**src/rtl/data_unpack_pkg.sv**
```systemverilog
// data_unpack_pkg: shared FSM encoding and nibble/byte widths for the nibble unpacker.
package data_unpack_pkg;
  localparam int NIB_W  = 4;
  localparam int BYTE_W = 8;
  typedef enum logic {ST_IDLE, ST_RUN} state_e;
endpackage

```
**src/rtl/data_unpack.sv**
```systemverilog
// data_unpack: re-emits nibble-length segments of a packed byte stream as whole bytes plus an optional trailing nibble.
module data_unpack
  import data_unpack_pkg::*;
#(
  parameter int LEN_W = 8
) (
  input  logic              clk,
  input  logic              reset_n,
  input  logic              start,
  input  logic              seg_valid,
  input  logic [LEN_W-1:0]  seg_len,
  output logic              seg_ready,
  input  logic              in_valid,
  input  logic [BYTE_W-1:0] in_data,
  output logic              in_ready,
  output logic [BYTE_W-1:0] data_o,
  output logic              byte_en,
  output logic              data_en,
  output logic              seg_done
);
  state_e             state_q;
  logic [LEN_W-1:0]   rem_q;
  logic [NIB_W-1:0]   res_q;
  logic               res_vld_q;
  logic [BYTE_W-1:0]  data_q;
  logic               byte_en_q, data_en_q, seg_done_q;
  logic               run, two, need_byte, fire;
  logic [BYTE_W-1:0]  beat;
  logic [NIB_W-1:0]   res_d;
  logic               res_vld_d;
  logic [LEN_W-1:0]   rem_d;
  assign run       = state_q == ST_RUN;
  assign two       = |rem_q[LEN_W-1:1];
  assign need_byte = two | ~res_vld_q;
  assign seg_ready = ~run & start;
  assign in_ready  = run & start & in_valid & need_byte;
  assign fire      = run & start & (in_valid | ~need_byte);
  assign beat      = two ? (res_vld_q ? {res_q, in_data[7:4]} : in_data)
                         : {4'h0, res_vld_q ? res_q : in_data[7:4]};
  // A fresh low nibble is captured whenever the beat splits a byte.
  assign res_d     = (two == res_vld_q) ? in_data[3:0] : res_q;
  assign res_vld_d = two ? res_vld_q : ~res_vld_q;
  assign rem_d     = rem_q - (two ? LEN_W'(2) : LEN_W'(1));
  always_ff @(posedge clk or negedge reset_n) begin
    if (!reset_n) begin
      state_q    <= ST_IDLE;
      rem_q      <= '0;
      res_q      <= '0;
      res_vld_q  <= 1'b0;
      data_q     <= '0;
      byte_en_q  <= 1'b0;
      data_en_q  <= 1'b0;
      seg_done_q <= 1'b0;
    end else if (!start) begin
      state_q    <= ST_IDLE;
      rem_q      <= '0;
      res_q      <= '0;
      res_vld_q  <= 1'b0;
      data_en_q  <= 1'b0;
      seg_done_q <= 1'b0;
    end else begin
      data_en_q  <= fire;
      seg_done_q <= 1'b0;
      if (run) begin
        if (fire) begin
          data_q    <= beat;
          byte_en_q <= two;
          rem_q     <= rem_d;
          res_q     <= res_d;
          res_vld_q <= res_vld_d;
          if (rem_d == '0) begin
            seg_done_q <= 1'b1;
            state_q    <= ST_IDLE;
          end
        end
      end else if (seg_valid) begin
        // Zero-length descriptors complete immediately without a data beat.
        if (seg_len == '0) begin
          seg_done_q <= 1'b1;
        end else begin
          rem_q   <= seg_len;
          state_q <= ST_RUN;
        end
      end
    end
  end
  assign data_o   = data_q;
  assign byte_en  = byte_en_q;
  assign data_en  = data_en_q;
  assign seg_done = seg_done_q;
endmodule
```
**config.mk**
```make
export PLATFORM = sky130hd
export DESIGN_NAME = data_unpack
export DESIGN_NICKNAME = d
export VERILOG_FILES = /design/src/rtl/data_unpack_pkg.sv /design/src/rtl/data_unpack.sv
export SDC_FILE = /design/constraint.sdc
export NUM_CORES = 1
export LEC_CHECK = 0
export CORE_ASPECT_RATIO = 0.9
export CORE_UTILIZATION = 28
export CTS_BUF_LIST = sky130_fd_sc_hd__clkbuf_4 sky130_fd_sc_hd__clkbuf_8 sky130_fd_sc_hd__clkbuf_16
export CTS_CLUSTER_SIZE = 14
export DETAILED_ROUTE_END_ITERATION = 12
export PLACE_DENSITY = 0.47
export SKIP_CTS_REPAIR_TIMING = 1
export SYNTH_ARGS = -nofsm -noshare
export SYNTH_HDL_FRONTEND = slang
export SYNTH_SLANG_ARGS = --single-unit
```
**constraint.sdc**
```tcl
create_clock -name clk -period 3.73 [get_ports clk]
set_clock_uncertainty 0.05 [all_clocks]
set_input_delay 0.5595 -clock clk [delete_from_list [all_inputs] [get_ports clk]]
set_output_delay 0.5595 -clock clk [all_outputs]
set_load 0.005 [all_outputs]
```
==> results.json <==
{
  "postRouteAntennaNets": 0,
  "path_max_fanout": 9,
  "final_area_sq_mm": 0.00199,
  "status": "complete, no violations",
  "cts.sinks": 25,
  "wl_mm": 4.22,
  "setup_viol": 0,
  "power_frac_comb": 0.388,
  "die_area_sq_mm": 0.00588,
  "power.leakage_nw": 0.787,
  "hold_path.class": "reg -> reg",
  "portBuffers": 33,
  "synth.avg_cell_area_sq_um": 9.35,
  "cp.depth": 4,
  "antenna_found_initial": 0,
  "initial_core_util": 0.294,
  "arrival_ns": 2.38,
  "critPathSlowestCell": "clkdlybuf4s50_1",
  "grt_pass1_wl_mm": 7.22,
  "gp_congestion": 0.863,
  "syn_to_final_growth_pct": 27.4,
  "clk_path_buf_depth": 2,
  "hpwlAfterDp_mm": 3.21,
  "maxSlewViolCount": 0,
  "fin_crit_ns": 2.99,
  "layout_commonest_cell": "clkdlybuf4s50_1",
  "cts_root_buffer": "clkbuf_8",
  "synth_seq_cells": 25,
  "nets": 223,
  "placed_cells": 262,
  "power.share.clock": 0.201,
  "numCtsBuffers": 3,
  "die_w_um": 80.7,
  "crit_chain": "clkdlybuf4s50_1 -> clkinv_1 -> nor2_1 -> clkdlybuf4s50_1",
  "r2r_cells": 8,
  "final_cell_mix": "33 x clkdlybuf4s50_1, 25 x dfrtp_1, 22 x nand2_1",
  "fp-row-count": 25,
  "first_iter_violations": 116,
  "antenna_cells": 0,
  "core-area_sq_mm": 0.00532,
  "finalSetupTns_ns": 0,
  "synth_fp_nets": 190,
  "cp.required_ns": 3.12,
  "finalHoldViolCount": 0,
  "cp_num_buf_inv": 3,
  "fill_cells": 560,
  "reg2reg_from": "rem_q[2]$_DFFE_PN0P_",
  "vias": 1369,
  "critical_path_class": "in -> out",
  "crit_path_start": "start",
  "crit_family": "buffers and inverters",
  "drive_gt1_frac": 0.0955,
  "overflow": 0,
  "cts_tree": "built",
  "start_kind": "primary input",
  "cellInternalPower_w": 0.000559,
  "yosys_warnings": 0,
  "grt_max_degree": 26,
  "fin_crit_sh": 0.801,
  "utilization": 0.374,
  "peakVddDrop_mv": 0.195,
  "synthArstFlopShare": 1.00,
  "cp-end-kind": "output pin",
  "path_clk_slew_ns": 0.10,
  "timing.fmax_mhz": 335,
  "syn_inst": 167,
  "slew_headroom": 0.567,
  "crit_end": "seg_ready",
  "htreeDepth": 1,
  "slowest_delay_ns": 0.61,
  "wl_per_cell_um": 15.9,
  "crit_top_cell": "clkdlybuf4s50_1",
  "ios": 34,
  "post-route-drc-count": 0,
  "grt_setup_unrepaired": "no",
  "power.share.sequential": 0.411,
  "firstDrtPassIters": 4,
  "netlist_area_sq_mm": 0.00156,
  "switching_power_w": 0.000311,
  "power_density_mw_per_mm2": 437,
  "worst_slew_pin_slew_ns": 0.650,
  "drv_cap": 0,
  "viasPerCell": 5.15,
  "synth-edff-count": 0,
  "dieHeight_um": 72.8,
  "dpl-instance-area_sq_mm": 0.00194,
  "ys.flop_type": "dfrtp_1",
  "rrSetupSlack_ns": 0.75,
  "seq_area_frac_synth": 0.401,
  "reg2reg_to": "run$_DFF_PN0_",
  "ys_types": 43,
  "swShare": 0.357,
  "clock_latency_ns": 0.28,
  "grt_usage": 0.162,
  "grt_pass1_vias": 1432,
  "fin_cells": 266
}
[routing by layer]
| metal | routed length (um) | share of wire | vias to the layer above | GRT usage |
|---|---|---|---|---|
| li1 | - | - | 676 | - |
| met1 | 1940 | 0.46 | 654 | 0.220 |
| met3 | 228 | 0.054 | 6 | 0.0263 |
| met5 | 0 | 0 | - | 0 |
| met4 | 56 | 0.013 | 0 | 0.0496 |
| met2 | 1990 | 0.47 | 33 | 0.265 |
[power groups by stage]
stage	registers [W]	logic [W]	clock network, W
3_3_place_gp	0.000361	0.000345	0
6_report	0.000357	0.000338	0.000175
3_5_place_dp	0.000361	0.000339	0
4_1_cts	0.000356	0.000341	0.000180
2_1_floorplan	0.000348	0.000223	0
5_1_grt	0.000365	0.000375	0.000191
[cell type report]
class,count,area (sq um),share of cell area
multi-input cells,130,867,0.436
flip-flops and latches,25,626,0.314
repair buffers,35,345,0.174
well taps,67,83.8,0.0421
clock buffers,3,41.3,0.0208
inverters,5,18.8,0.00943
clock inverters,1,7.51,0.00377
[registers in the layout, summed over array words and instances (netlist names)]
signal and cells:
run 1, rem_q 8, res_q 4, byte_en 1, data_en 1, seg_done 1, res_vld_q 1, data_o 8
[cells in the mapped netlist, types with 2 or more instances]
cell,count,area (sq um)
a21oi_1,9,45.0
a31o_2,2,17.5
a31oi_1,3,18.8
a32oi_1,2,17.5
clkbuf_1,5,18.8
dfrtp_1,25,626
inv_1,4,15.0
mux2_2,2,22.5
mux2_4,2,30.0
mux2i_1,15,150
nand2_1,22,82.6
nand2b_1,3,18.8
nand3_1,4,20.0
nand4_1,2,12.5
nor2_1,8,30.0
nor2b_1,4,25.0
nor3_1,6,30.0
nor4_1,3,18.8
o211ai_1,3,22.5
o21ai_0,19,95.1
o21ai_2,2,17.5
[stage by stage]
stage / power, W / hold WS [ns] / setup WS, ns
final: 0.000870 / 0.435 / 0.743
after global routing: 0.000931 / 0.475 / 0.501
after CTS: 0.000877 / 0.443 / 0.749
after detailed placement: 0.000700 / 0.417 / 0.763
after global placement: 0.000705 / 0.411 / 0.784
after floorplan: 0.000571 / 0.214 / 1.06
[worst min-delay path by stage]
stage	startpoint	to	slack [ns]	cells after the start
2_1_floorplan	reset_n	byte_en$_DFFE_PN0P_	0.21	0
3_3_place_gp	byte_en$_DFFE_PN0P_	byte_en$_DFFE_PN0P_	0.41	2
3_5_place_dp	byte_en$_DFFE_PN0P_	byte_en$_DFFE_PN0P_	0.42	2
4_1_cts	byte_en$_DFFE_PN0P_	byte_en$_DFFE_PN0P_	0.44	2
5_1_grt	data_o[2]$_DFFE_PN0P_	data_o[2]$_DFFE_PN0P_	0.48	2
6_report	data_o[2]$_DFFE_PN0P_	data_o[2]$_DFFE_PN0P_	0.43	2
[worst reg2reg max path: stages (launching register included)]
cell     delay (ns)
dfrtp_1        0.51
or4_4          0.64
nor2_8         0.23
inv_1          0.17
fa_1           0.45
and2b_1        0.21
nor4b_1        0.29
nand4_1        0.15
nor3b_2        0.17
[cells by family after synthesis]
logic type               Yosys count  share of synthesized area
AO/OA/AOI/OAI                     46                      0.182
XOR/XNOR                           1                    0.00561
adder cells (fa/ha/maj)            2                     0.0208
buffers and inverters             12                     0.0441
flip-flops                        25                      0.401
multiplexers                      19                      0.130
AND/OR/NAND/NOR                   62                      0.217
(Power assumes the default switching activity.)
